===== src/rtl/sparse_pe_stream_if.sv =====
// Stream bundle for one sparse processing element: top/left inputs,
// systolic forwards to bottom/right, and the result/status outputs.
interface sparse_pe_stream_if #(
  parameter int DATA_WIDTH = 8,
  parameter int INDEX_SIZE = 3
);
  logic                  up_valid, up_last;
  logic [DATA_WIDTH-1:0] up_data;
  logic [INDEX_SIZE-1:0] up_idx;
  logic                  left_valid, left_last;
  logic [DATA_WIDTH-1:0] left_data;
  logic [INDEX_SIZE-1:0] left_idx;
  logic                  down_valid, down_last;
  logic [DATA_WIDTH-1:0] down_data;
  logic [INDEX_SIZE-1:0] down_idx;
  logic                  right_valid, right_last;
  logic [DATA_WIDTH-1:0] right_data;
  logic [INDEX_SIZE-1:0] right_idx;
  logic [DATA_WIDTH-1:0] result;
  logic                  result_valid, busy, overflow;

  modport master (
    output up_valid, up_last, up_data, up_idx,
    output left_valid, left_last, left_data, left_idx,
    input  down_valid, down_last, down_data, down_idx,
    input  right_valid, right_last, right_data, right_idx,
    input  result, result_valid, busy, overflow
  );

  modport slave (
    input  up_valid, up_last, up_data, up_idx,
    input  left_valid, left_last, left_data, left_idx,
    output down_valid, down_last, down_data, down_idx,
    output right_valid, right_last, right_data, right_idx,
    output result, result_valid, busy, overflow
  );
endinterface


===== src/rtl/sparse_pe_stream.sv =====
// Sparse dot-product PE: intersects two index-ascending element streams,
// buffering unmatched elements per side, and emits a saturated result.
// Side 0 = up (column stream), side 1 = left (row stream).
module sparse_pe_stream #(
  parameter int DATA_WIDTH = 8,
  parameter int FRAC_BITS  = 4,
  parameter int INDEX_SIZE = 3,
  parameter int DEPTH      = 4,
  parameter int ACC_WIDTH  = 2*DATA_WIDTH+INDEX_SIZE
) (
  input logic              clk,
  input logic              rst,
  sparse_pe_stream_if.slave bus
);
  typedef enum logic [1:0] {IDLE, ACCUM, DONE} state_t;
  typedef struct packed {
    logic [INDEX_SIZE-1:0] idx;
    logic [DATA_WIDTH-1:0] data;
  } ent_t;

  localparam logic signed [ACC_WIDTH-1:0] SAT_MAX = ACC_WIDTH'((1 << (DATA_WIDTH-1)) - 1);
  localparam logic signed [ACC_WIDTH-1:0] SAT_MIN = ~SAT_MAX;

  state_t                        r_state, w_next;
  logic signed [ACC_WIDTH-1:0]   r_acc, w_acc_next;
  ent_t        [DEPTH-1:0]       r_buf [2];
  logic        [DEPTH-1:0]       r_bv  [2];
  ent_t        [DEPTH-1:0]       w_nbuf[2];
  logic        [DEPTH-1:0]       w_nbv [2];
  logic        [DEPTH-1:0]       w_keep[2];
  logic        [DEPTH-1:0]       w_clr [2];
  logic        [INDEX_SIZE-1:0]  r_latest[2];
  logic        [1:0]             r_seen, r_lastf;
  logic        [DATA_WIDTH-1:0]  r_result;
  logic                          r_rv, r_ovf;
  logic        [1:0]             w_in_v, w_in_last, w_acc, w_hit, w_ins, w_ovf_ev, w_last_done;
  logic        [INDEX_SIZE-1:0]  w_in_idx[2];
  logic        [DATA_WIDTH-1:0]  w_in_data[2], w_hit_data[2];
  logic                          w_same, w_done, w_load;

  // Fixed-point product: full-width multiply, arithmetic shift (floor), sign-extend.
  function automatic logic signed [ACC_WIDTH-1:0] f_delta(input logic [DATA_WIDTH-1:0] a,
                                                          input logic [DATA_WIDTH-1:0] b);
    logic signed [2*DATA_WIDTH-1:0] p;
    p = $signed({{DATA_WIDTH{a[DATA_WIDTH-1]}}, a}) * $signed({{DATA_WIDTH{b[DATA_WIDTH-1]}}, b});
    p = p >>> FRAC_BITS;
    return ACC_WIDTH'(p);
  endfunction

  function automatic logic [DATA_WIDTH-1:0] f_sat(input logic signed [ACC_WIDTH-1:0] a);
    if (a > SAT_MAX)      return SAT_MAX[DATA_WIDTH-1:0];
    else if (a < SAT_MIN) return SAT_MIN[DATA_WIDTH-1:0];
    else                  return a[DATA_WIDTH-1:0];
  endfunction

  // Match/buffer datapath: same-cycle match, opposite-buffer lookup, pruning, insertion.
  always_comb begin : p_datapath
    logic pre, cur;
    w_in_v      = {bus.left_valid, bus.up_valid};
    w_in_last   = {bus.left_last, bus.up_last};
    w_in_idx[0] = bus.up_idx;   w_in_idx[1]  = bus.left_idx;
    w_in_data[0] = bus.up_data; w_in_data[1] = bus.left_data;
    w_acc  = (r_state != DONE) ? w_in_v : 2'b00;
    w_same = w_acc[0] && w_acc[1] && (bus.up_idx == bus.left_idx);
    w_hit = '0; w_ins = '0; w_ovf_ev = '0; w_last_done = '0;
    pre = 1'b0; cur = 1'b0;
    for (int s = 0; s < 2; s++) begin
      w_hit_data[s] = '0;
      w_clr[s]      = '0;
    end
    // Lookup of each accepted element in the opposite side's buffer.
    for (int s = 0; s < 2; s++) begin
      if (w_acc[s] && !w_same) begin
        for (int i = 0; i < DEPTH; i++) begin
          if (!w_hit[s] && r_bv[s^1][i] && r_buf[s^1][i].idx == w_in_idx[s]) begin
            w_hit[s]        = 1'b1;
            w_hit_data[s]   = r_buf[s^1][i].data;
            w_clr[s^1][i]   = 1'b1;
          end
        end
      end
    end
    // Entries surviving matches and pruning; unmatched element shifts in at slot 0,
    // pushing only the contiguous valid prefix so age order is kept by position.
    for (int s = 0; s < 2; s++) begin
      for (int i = 0; i < DEPTH; i++)
        w_keep[s][i] = r_bv[s][i] && !w_clr[s][i] &&
                       !(r_seen[s^1] && (r_buf[s][i].idx < r_latest[s^1]));
      w_ins[s]    = w_acc[s] && !w_same && !w_hit[s];
      w_ovf_ev[s] = w_ins[s] && (&w_keep[s]);
      w_nbuf[s]   = r_buf[s];
      w_nbv[s]    = w_keep[s];
      if (w_ins[s]) begin
        w_nbuf[s][0] = '{idx: w_in_idx[s], data: w_in_data[s]};
        w_nbv[s][0]  = 1'b1;
        pre = w_keep[s][0];
        for (int i = 1; i < DEPTH; i++) begin
          cur = pre;
          pre = pre & w_keep[s][i];
          if (cur) begin
            w_nbuf[s][i] = r_buf[s][i-1];
            w_nbv[s][i]  = 1'b1;
          end
        end
      end
      w_last_done[s] = r_lastf[s] || (w_acc[s] && w_in_last[s]);
    end
    w_acc_next = r_acc;
    if (w_same)   w_acc_next = w_acc_next + f_delta(bus.up_data, bus.left_data);
    if (w_hit[0]) w_acc_next = w_acc_next + f_delta(bus.up_data, w_hit_data[0]);
    if (w_hit[1]) w_acc_next = w_acc_next + f_delta(w_hit_data[1], bus.left_data);
    w_done = &w_last_done;
  end

  // Next-state logic.
  always_comb begin
    w_next = r_state;
    w_load = 1'b0;
    case (r_state)
      IDLE:    if (|w_in_v) w_next = w_done ? DONE : ACCUM;
      ACCUM:   if (w_done)  w_next = DONE;
      DONE:    w_next = IDLE;
      default: w_next = IDLE;
    endcase
    if (w_next == DONE && r_state != DONE) w_load = 1'b1;
  end

  // State, accumulator, buffers, forwards and result registers.
  always_ff @(posedge clk) begin
    if (rst) begin
      r_state  <= IDLE;
      r_acc    <= '0;
      r_seen   <= '0;
      r_lastf  <= '0;
      r_result <= '0;
      r_rv     <= 1'b0;
      r_ovf    <= 1'b0;
      for (int s = 0; s < 2; s++) begin
        r_buf[s]    <= '0;
        r_bv[s]     <= '0;
        r_latest[s] <= '0;
      end
      bus.down_valid  <= 1'b0; bus.down_last  <= 1'b0; bus.down_data  <= '0; bus.down_idx  <= '0;
      bus.right_valid <= 1'b0; bus.right_last <= 1'b0; bus.right_data <= '0; bus.right_idx <= '0;
    end else begin
      bus.down_valid  <= bus.up_valid;   bus.down_last  <= bus.up_last;
      bus.down_data   <= bus.up_data;    bus.down_idx   <= bus.up_idx;
      bus.right_valid <= bus.left_valid; bus.right_last <= bus.left_last;
      bus.right_data  <= bus.left_data;  bus.right_idx  <= bus.left_idx;
      r_state <= w_next;
      r_rv    <= w_load;
      if (w_load) r_result <= f_sat(w_acc_next);
      if (|w_ovf_ev) r_ovf <= 1'b1;
      if (r_state == DONE) begin
        r_acc   <= '0;
        r_seen  <= '0;
        r_lastf <= '0;
        for (int s = 0; s < 2; s++) begin
          r_buf[s]    <= '0;
          r_bv[s]     <= '0;
          r_latest[s] <= '0;
        end
      end else begin
        r_acc <= w_acc_next;
        for (int s = 0; s < 2; s++) begin
          r_buf[s] <= w_nbuf[s];
          r_bv[s]  <= w_nbv[s];
          if (w_acc[s]) begin
            r_seen[s]   <= 1'b1;
            r_latest[s] <= w_in_idx[s];
            if (w_in_last[s]) r_lastf[s] <= 1'b1;
          end
        end
      end
    end
  end

  assign bus.result       = r_result;
  assign bus.result_valid = r_rv;
  assign bus.busy         = (r_state != IDLE);
  assign bus.overflow     = r_ovf;
endmodule


===== src/flat_wrapper.sv =====
// flat-port wrapper written by rule: the top's interface ports become plain ports
module sparse_pe_stream_flat 
#(
  parameter int DATA_WIDTH = 8,
  parameter int FRAC_BITS  = 4,
  parameter int INDEX_SIZE = 3,
  parameter int DEPTH      = 4,
  parameter int ACC_WIDTH  = 2*DATA_WIDTH+INDEX_SIZE
)
  (clk, rst, bus_up_valid, bus_up_last, bus_up_data, bus_up_idx, bus_left_valid, bus_left_last, bus_left_data, bus_left_idx, bus_down_valid, bus_down_last, bus_down_data, bus_down_idx, bus_right_valid, bus_right_last, bus_right_data, bus_right_idx, bus_result, bus_result_valid, bus_busy, bus_overflow);
  sparse_pe_stream_if #(.DATA_WIDTH(DATA_WIDTH), .INDEX_SIZE(INDEX_SIZE)) bus_i ();
  input logic clk;
  input logic rst;
  input wire logic [$bits(bus_i.up_valid)-1:0] bus_up_valid;
  input wire logic [$bits(bus_i.up_last)-1:0] bus_up_last;
  input wire logic [$bits(bus_i.up_data)-1:0] bus_up_data;
  input wire logic [$bits(bus_i.up_idx)-1:0] bus_up_idx;
  input wire logic [$bits(bus_i.left_valid)-1:0] bus_left_valid;
  input wire logic [$bits(bus_i.left_last)-1:0] bus_left_last;
  input wire logic [$bits(bus_i.left_data)-1:0] bus_left_data;
  input wire logic [$bits(bus_i.left_idx)-1:0] bus_left_idx;
  output wire logic [$bits(bus_i.down_valid)-1:0] bus_down_valid;
  output wire logic [$bits(bus_i.down_last)-1:0] bus_down_last;
  output wire logic [$bits(bus_i.down_data)-1:0] bus_down_data;
  output wire logic [$bits(bus_i.down_idx)-1:0] bus_down_idx;
  output wire logic [$bits(bus_i.right_valid)-1:0] bus_right_valid;
  output wire logic [$bits(bus_i.right_last)-1:0] bus_right_last;
  output wire logic [$bits(bus_i.right_data)-1:0] bus_right_data;
  output wire logic [$bits(bus_i.right_idx)-1:0] bus_right_idx;
  output wire logic [$bits(bus_i.result)-1:0] bus_result;
  output wire logic [$bits(bus_i.result_valid)-1:0] bus_result_valid;
  output wire logic [$bits(bus_i.busy)-1:0] bus_busy;
  output wire logic [$bits(bus_i.overflow)-1:0] bus_overflow;
  assign bus_i.up_valid = bus_up_valid;
  assign bus_i.up_last = bus_up_last;
  assign bus_i.up_data = bus_up_data;
  assign bus_i.up_idx = bus_up_idx;
  assign bus_i.left_valid = bus_left_valid;
  assign bus_i.left_last = bus_left_last;
  assign bus_i.left_data = bus_left_data;
  assign bus_i.left_idx = bus_left_idx;
  assign bus_down_valid = bus_i.down_valid;
  assign bus_down_last = bus_i.down_last;
  assign bus_down_data = bus_i.down_data;
  assign bus_down_idx = bus_i.down_idx;
  assign bus_right_valid = bus_i.right_valid;
  assign bus_right_last = bus_i.right_last;
  assign bus_right_data = bus_i.right_data;
  assign bus_right_idx = bus_i.right_idx;
  assign bus_result = bus_i.result;
  assign bus_result_valid = bus_i.result_valid;
  assign bus_busy = bus_i.busy;
  assign bus_overflow = bus_i.overflow;
  sparse_pe_stream #(.DATA_WIDTH(DATA_WIDTH), .FRAC_BITS(FRAC_BITS), .INDEX_SIZE(INDEX_SIZE), .DEPTH(DEPTH), .ACC_WIDTH(ACC_WIDTH)) u_core (.clk(clk), .rst(rst), .bus(bus_i));
endmodule

===== config.mk =====
export PLATFORM = sky130hd
export DESIGN_NAME = sparse_pe_stream_flat
export DESIGN_NICKNAME = d
export VERILOG_FILES = /design/src/rtl/sparse_pe_stream_if.sv /design/src/rtl/sparse_pe_stream.sv /design/src/flat_wrapper.sv
export SDC_FILE = /design/constraint.sdc
export NUM_CORES = 1
export LEC_CHECK = 0
export BUFFER_PORTS_ARGS = -buffer_cell sky130_fd_sc_hd__buf_4
export CORE_MARGIN = 2
export CORE_UTILIZATION = 61
export CTS_BUF_LIST = sky130_fd_sc_hd__clkbuf_2 sky130_fd_sc_hd__clkbuf_4 sky130_fd_sc_hd__clkbuf_8
export DETAILED_ROUTE_END_ITERATION = 16
export MAX_ROUTING_LAYER = met4
export PLACE_DENSITY = 0.79
export SETUP_SLACK_MARGIN = 0.1
export SYNTH_ARGS = -nofsm -noshare
export SYNTH_HDL_FRONTEND = slang
export SYNTH_SLANG_ARGS = --single-unit

===== constraint.sdc =====
create_clock -name clk -period 14.1 [get_ports clk]
set_clock_uncertainty 0.1 [all_clocks]
set_input_delay 1.41 -clock clk [delete_from_list [all_inputs] [get_ports clk]]
set_output_delay 1.41 -clock clk [all_outputs]
set_load 0.005 [all_outputs]

# After elaboration in Yosys (flattened, before gate mapping)

Memory sizes are Yosys's and may differ from the RTL's.
Cells that the tools add are included.

Flip-flop bits (word level): 61
Latch bits: 0
Memory bits (writable): 102
ROM bits: 0
Input port bits: 28
Output and inout port bits: 37
Logic and storage cells: 240
Memories: 3

Memories:

| name            | depth | bits a word | rd ports | clocked after Yosys merged registers in | wr ports | line                   | source |
|---|---|---|---|---|---|---|---|
| u_core.r_buf    | 2     | 44          | 2        | 0                                       | 2        | sparse_pe_stream.sv:26 | `ent_t [DEPTH-1:0] r_buf [2];` |
| u_core.r_bv     | 2     | 4           | 2        | 0                                       | 2        | sparse_pe_stream.sv:27 | `logic [DEPTH-1:0] r_bv [2];` |
| u_core.r_latest | 2     | 3           | 2        | 0                                       | 2        | sparse_pe_stream.sv:32 | `logic [INDEX_SIZE-1:0] r_latest[2];` |

Add/subtract/negate cells: 3
Multipliers: 3
Divide/modulo/power cells: 0
Magnitude comparators: 10
Equality and inequality tests: 13
Shift-type cells: 0
Multiplexer cells: 89
Bitwise operators: 16
Reductions and logical operators: 86

Operators by type and width:

| operator                                                              | number |
|---|---|
| 44-bit two-way mux                                                    | 6 |
| 8-bit two-way mux                                                     | 12 |
| 11-bit two-way mux                                                    | 6 |
| 19-bit by 12-bit adder with 19-bit output                             | 3 |
| 19-bit two-way mux                                                    | 3 |
| 1-bit logical AND                                                     | 49 |
| 8-bit by 8-bit multiplier with 16-bit output                          | 3 |
| 1-bit two-way mux                                                     | 45 |
| 4-bit two-way mux                                                     | 8 |
| 3-bit == test                                                         | 9 |
| 1-bit logical NOT                                                     | 25 |
| 3-bit < comparator                                                    | 8 |
| 19-bit by 8-bit > comparator with 1-bit output, second input constant | 1 |
| 19-bit by 8-bit < comparator with 1-bit output, second input constant | 1 |
| 3-bit two-way mux                                                     | 4 |
| 1-bit OR                                                              | 12 |
| 2-bit two-way mux                                                     | 4 |
| 4-bit AND reduction                                                   | 2 |
| 2-bit AND reduction                                                   | 3 |
| 2-bit OR reduction                                                    | 3 |
| 1-bit AND                                                             | 4 |
| 2-bit == test, second input constant                                  | 2 |
| 2-bit case mux with 2 select lines                                    | 1 |
| 2-bit by 1-bit == test with 1-bit output, second input constant       | 1 |
| other kinds (4)                                                       | 5 |

# Logic depth before layout (Yosys ltp)

Word-level depth: 30
Mapped depth: 50
Mapped depth without buffers: 48

# Worst setup path before layout

No wires, ideal clock.

Path type: input-to-reg
From: input port bus_left_idx[2]
To: register u_core.r_result[0], in the netlist u_core.bus.result[0]
Setup time: 140 ps
Arrival time: 10360 ps
Data required time: 13860 ps
Path slack: 3500 ps
Cell stages on the path: 44
Cells stage by stage: buf_6 > xor2_2 > or4b_1 > buf_4 > nand2_4 > clkbuf_1 > clkbuf_1 > nor3_1 > fa_1 > inv_1 > fa_1 > inv_1 > fa_1 > inv_1 > fa_1 > inv_1 > ha_1 > a21o_1 > (+8 left out) > nand2_1 > o31a_1 > xor2_1 > mux2_2 > ha_1 > a21o_1 > o21bai_1 > a211oi_1 > o21ai_0 > o211ai_1 > a21oi_1 > o31ai_1 > xnor2_1 > and2_1 > a2111o_1 > o41a_4 > nor2_4 > a221oi_2

Longest elaborated chain between the ends: 25

RTL lines:

| element                                        | line                    | source |
|---|---|---|
| from (decl)                                    | flat_wrapper.sv:21      | `input wire logic [$bits(bus_i.left_idx)-1:0] bus_left_idx;` |
| 3-bit == test                                  | sparse_pe_stream.sv:75  | `if (!w_hit[s] && r_bv[s^1][i] && r_buf[s^1][i].idx == w_in_idx[s]) begin` |
| 1-bit logical AND                              | sparse_pe_stream.sv:75  |  |
| 1-bit two-way mux                              | sparse_pe_stream.sv:75  |  |
| 1-bit two-way mux                              | sparse_pe_stream.sv:73  | `if (w_acc[s] && !w_same) begin` |
| 1-bit logical NOT                              | sparse_pe_stream.sv:75  |  |
| 1-bit logical AND (2 in series)                | sparse_pe_stream.sv:75  |  |
| 1-bit two-way mux                              | sparse_pe_stream.sv:75  |  |
| 1-bit two-way mux                              | sparse_pe_stream.sv:73  |  |
| (+8 left out)                                  | -                       |  |
| 8-bit two-way mux                              | sparse_pe_stream.sv:75  |  |
| 8-bit two-way mux                              | sparse_pe_stream.sv:73  |  |
| 8-bit by 8-bit multiplier with 16-bit output   | sparse_pe_stream.sv:45  | `p = $signed({{DATA_WIDTH{a[DATA_WIDTH-1]}}, a}) * $signed({{DATA_WIDTH{b[DATA_WIDTH-1]}}, b});` |
| 19-bit by 12-bit adder with 19-bit output      | sparse_pe_stream.sv:111 | `if (w_hit[1]) w_acc_next = w_acc_next + f_delta(w_hit_data[1], bus.left_data);` |
| 19-bit two-way mux *                           | sparse_pe_stream.sv:111 |  |
| 19-bit by 8-bit < comparator with 1-bit output | sparse_pe_stream.sv:52  | `else if (a < SAT_MIN) return SAT_MIN[DATA_WIDTH-1:0];` |
| 8-bit two-way mux                              | sparse_pe_stream.sv:52  |  |
| 8-bit two-way mux *                            | sparse_pe_stream.sv:51  | `if (a > SAT_MAX) return SAT_MAX[DATA_WIDTH-1:0];` |
| to (signal assigned)                           | sparse_pe_stream.sv:152 | `if (w_load) r_result <= f_sat(w_acc_next);` |
| to (decl)                                      | sparse_pe_stream.sv:34  | `logic [DATA_WIDTH-1:0] r_result;` |

Mark *: on every way between the ends. The rest lies on a longest branch, timed or not. The select of a mux whose other input is x is not followed.
A chain may end at the register's enable or synchronous reset.

# Worst setup path after layout

From: input port bus_up_idx[0]
To: register u_core.r_result[1], in the netlist u_core.bus.result[1]

Longest elaborated chain between the ends: 27

RTL lines:

| element                                        | line                    | source |
|---|---|---|
| from (decl)                                    | flat_wrapper.sv:17      | `input wire logic [$bits(bus_i.up_idx)-1:0] bus_up_idx;` |
| 3-bit == test                                  | sparse_pe_stream.sv:75  |  |
| 1-bit logical AND                              | sparse_pe_stream.sv:75  |  |
| 1-bit two-way mux                              | sparse_pe_stream.sv:75  |  |
| 1-bit two-way mux                              | sparse_pe_stream.sv:73  |  |
| 1-bit logical NOT                              | sparse_pe_stream.sv:75  |  |
| 1-bit logical AND (2 in series)                | sparse_pe_stream.sv:75  |  |
| 1-bit two-way mux                              | sparse_pe_stream.sv:75  |  |
| 1-bit two-way mux                              | sparse_pe_stream.sv:73  |  |
| (+10 left out)                                 | -                       |  |
| 8-bit by 8-bit multiplier with 16-bit output   | sparse_pe_stream.sv:45  |  |
| 19-bit by 12-bit adder with 19-bit output      | sparse_pe_stream.sv:110 | `if (w_hit[0]) w_acc_next = w_acc_next + f_delta(bus.up_data, w_hit_data[0]);` |
| 19-bit two-way mux                             | sparse_pe_stream.sv:110 |  |
| 19-bit by 12-bit adder with 19-bit output      | sparse_pe_stream.sv:111 |  |
| 19-bit two-way mux *                           | sparse_pe_stream.sv:111 |  |
| 19-bit by 8-bit < comparator with 1-bit output | sparse_pe_stream.sv:52  |  |
| 8-bit two-way mux                              | sparse_pe_stream.sv:52  |  |
| 8-bit two-way mux *                            | sparse_pe_stream.sv:51  |  |

Marks and branches as above.

==> impl_metrics.csv <==
group,metric,value,unit
final_layout,finalNetCount,2277,
worst_setup_path,critPathKind,"in2reg",
final_layout,num_antenna_cells,0,
logic_synthesis,synth_edf_count,102,
clocking,cts_buffer_depth,2,
sta,fin_tns_setup,0,ns
worst_setup_path,r2r-start,"u_core.r_buf[0][65]",
global_routing,antenna_found_initial,0,
sta,finalWorstSetupSlack,2.05,ns
logic_synthesis,synth-seq-cells,163,
min_path,hold_path_class,"reg2reg",
logic_synthesis,syn_area_per_cell,9.06,sq um
sta,max_slew.worst_pin.slew,1.12,ns
die,core_area,27800,sq um
worst_setup_path,cp_num_buf_inv,3,
clocking,clock-root-buffer,"clkbuf_8",
clocking,cts_setup_buffers,0,
run,cap_violations,0,
placed_design,dp_hpwl,34900,um
sta,finalCriticalPeriod,12.05,ns
sta,fin_hold_ws,0.367,ns
global_routing,grt_pass1_vias,13600,
worst_setup_path,cpMostUsedCell,"nand2_1",
worst_setup_path,rrSetupSlack,2.73,ns
worst_setup_path,crit_path_top_delay_cell,"xnor2_1",
detailed_routing,postRouteAntennaNets,0,
worst_setup_path,ff2ff_path_depth,40,
die,num_rows,61,
pwr,p_per_area,152,nW/um^2
detailed_routing,via_count,13800,
worst_setup_path,cp-start-kind,"primary input",
clocking,cts_resized,0,
worst_setup_path,worstPathMaxFanout,10,
logic_synthesis,netlist_area,17200,sq um
final_layout,area_growth,6.56,%
detailed_routing,drcViolationCount,0,
worst_setup_path,critical-path-top-delay-family,"adder cells",
detailed_routing,drt-vias-per-instance,5.95,
placed_design,place_ws,1.89,ns
worst_setup_path,endpoint,"u_core.bus.result[1]",
clocking,clock_sinks,163,
sta,hold_viol_final,0,
logic_synthesis,synth.distinct_cells,77,
worst_setup_path,worstPathArrival,12.34,ns
sta,fmax,83.0,MHz
worst_setup_path,crit_start,"bus_up_idx[0]",
run_status,status,"complete, no violations",
detailed_routing,first_iter_violations,1166,
die,start_util,62.0,%
worst_setup_path,endpoint_kind,"register",
logic_synthesis,ys_warn_count,0,
clocking,cts_hold_buf,0,
worst_setup_path,timing.rr.end,"u_core.bus.result[1]",
clocking,insertion_delay,0.49,ns
global_routing,grt_use_total,31.7,%
global_routing,grt_pass1_wl,70300,um
worst_setup_path,worstPathRequired,14.39,ns
placed_design,numPortBuffers,64,
global_routing,grt-ovfl-total,0,
final_layout,final_common_cell,"inv_1",
clocking,cts_tree,"built",
min_path,min-delay-start,"u_core.r_lastf[1]",
worst_setup_path,slowest_delay,0.88,ns
clocking,clkTransAtPathRegs,0.09,ns
detailed_routing,drt-pass1-iter-count,5,
logic_synthesis,yosysSeqAreaShare,24.9,%
sta,setup_viol,0,
detailed_routing,totalWireLength,44000,um
placed_design,dp.cells,2290,
die,die_h,172,um
final_layout,fillCellCount,2343,
die,die_w,172,um
detailed_routing,avgRoutedWirePerCell,18.9,um
final_layout,fin_cells,2322,
pwr,leakagePower,0.00850,uW
final_layout,layout-drive-gt1-share,7.15,%
die,design.die.area,29600,sq um
pwr,power,2790,uW
pwr,ir_worst_vdd,0.234,mV
global_routing,grt_max_degree,87,
logic_synthesis,synth.largest_area_cell,"fa_1",
logic_synthesis,yosys-top-cells-area,"fa_1 (19%), edfxtp_1 (18%), ha_1 (11%), dfxtp_1 (7.1%), inv_1 (5.1%)",
clocking,cts_buffers,17,
logic_synthesis,synth_flop_cell,"edfxtp_1",
final_layout,final_cell_mix,"inv_1 (236), nor2_1 (204), fa_1 (166)",
sta,post-route-period-util,85.5,%
placed_design,gp_congestion,1.04,
sta,slew_headroom,25.1,%
sta,rsz0062_at_grt,"no",
sta,final-max-slew-violation-count,0,
logic_synthesis,synthArstFlopShare,0,%
die,pin_count,65,
logic_synthesis,syn_inst,1901,
logic_synthesis,synth_top_area_share,19.3,%
worst_setup_path,cp.depth,41,
clocking,h-tree-depth,4,
## cells in the mapped netlist (8+ instances only)
| library cell | n |
|---|---|
| a211oi_1 | 13 |
| a21boi_0 | 8 |
| a21o_1 | 23 |
| a21oi_1 | 79 |
| a22oi_1 | 14 |
| a31oi_1 | 12 |
| and2_1 | 122 |
| and3_1 | 10 |
| clkbuf_1 | 57 |
| dfxtp_1 | 61 |
| edfxtp_1 | 102 |
| fa_1 | 166 |
| ha_1 | 152 |
| inv_1 | 236 |
| nand2_1 | 155 |
| nand2b_1 | 20 |
| nand3_1 | 18 |
| nand3b_1 | 13 |
| nand4_1 | 14 |
| nor2_1 | 205 |
| nor2b_1 | 24 |
| nor3_1 | 34 |
| o211ai_1 | 15 |
| o21a_1 | 12 |
| o21ai_0 | 72 |
| o21bai_1 | 13 |
| or2_2 | 12 |
| or3_1 | 10 |
| xnor2_1 | 90 |
| xor2_1 | 22 |
## flip-flops by register name (all words and copies together), names as in the netlist
| signal | flops |
|---|---|
| u_core.bus.overflow | 1 |
| u_core.r_state | 2 |
| u_core.r_latest | 6 |
| u_core.bus.result | 8 |
| u_core.bus.down_idx | 3 |
| u_core.r_buf | 88 |
| u_core.bus.right_data | 8 |
| u_core.bus.right_idx | 3 |
| u_core.r_seen | 2 |
| u_core.bus.down_valid | 1 |
| u_core.bus.down_data | 8 |
| u_core.bus.down_last | 1 |
| u_core.r_bv | 8 |
| u_core.bus.right_valid | 1 |
| u_core.bus.result_valid | 1 |
| u_core.r_acc | 19 |
| u_core.r_lastf | 2 |
| u_core.bus.right_last | 1 |
## cells by family after synthesis
logic type | Yosys count | share of synthesized area, %
buffers and inverters | 309 | 6.99
other | 1 | 0.0218
and+or+nand+nor | 667 | 19.0
adders and majority gates | 319 | 30.4
muxes | 9 | 0.567
DFF | 163 | 24.9
AOI/OAI and AO/OA | 318 | 12.1
xor gates and xnor gates | 115 | 5.98
## worst min path at each step
stage / end / slack (ns) / cells past startpoint
floorplan: u_core.r_lastf[1] / 0.32 / 2
global placement: u_core.r_lastf[1] / 0.33 / 2
detailed placement: u_core.r_lastf[1] / 0.34 / 2
CTS: u_core.r_lastf[1] / 0.37 / 2
global route: u_core.r_lastf[0] / 0.39 / 2
finish: u_core.r_lastf[1] / 0.37 / 2
## worst min-delay path, delay by kind of cell (launching register included)
kind | cells | cell delay [ns]
simple gates | 1 | 0.07
flops | 1 | 0.32
compound gates | 1 | 0.05
## metal layers
| layer | up-vias | global-route usage, % | share of wire, % | wire length [um] |
|---|---|---|---|---|
| met2 | 550 | 52.5 | 49 | 21600 |
| met3 | 92 | 4.10 | 6.8 | 2980 |
| met1 | 6799 | 41.4 | 42 | 18500 |
| li1 | 6385 | - | - | - |
| met4 | 0 | 8.84 | 2.1 | 939 |
| met5 | - | - | 0 | 0 |
## report_power, final
group          total (uW)  internal [uW]  leakage, uW  switching [uW]
Combinational        1850            744      0.00675            1100
Sequential            601            568      0.00157            33.6
Clock                 337            133     0.000186             205
Total                2790           1440      0.00850            1340
## final cells by class
cell class                      count  area (sq um)  share of cell area [%]
Timing Repair Buffer               71           533                    2.90
Clock buffer                       18           241                    1.32
Inverter                          242           908                    4.95
Tap cell                          378           473                    2.58
Clock inverter                     14           139                   0.757
Multi-Input combinational cell   1436         11800                    64.2
Sequential cell                   163          4280                    23.3
## stage by stage
| stage | utilization, % | cell area (sq um) |
|---|---|---|
| 2_1_floorplan | - | 17200 |
| 3_3_place_gp | 64.7 | 18000 |
| 3_5_place_dp | 64.7 | 18000 |
| 4_1_cts | 66.1 | 18400 |
| 5_1_grt | 66.1 | 18400 |
| 6_report | 66.1 | 18400 |
No activity file was read; power rests on OpenSTA's default activity.
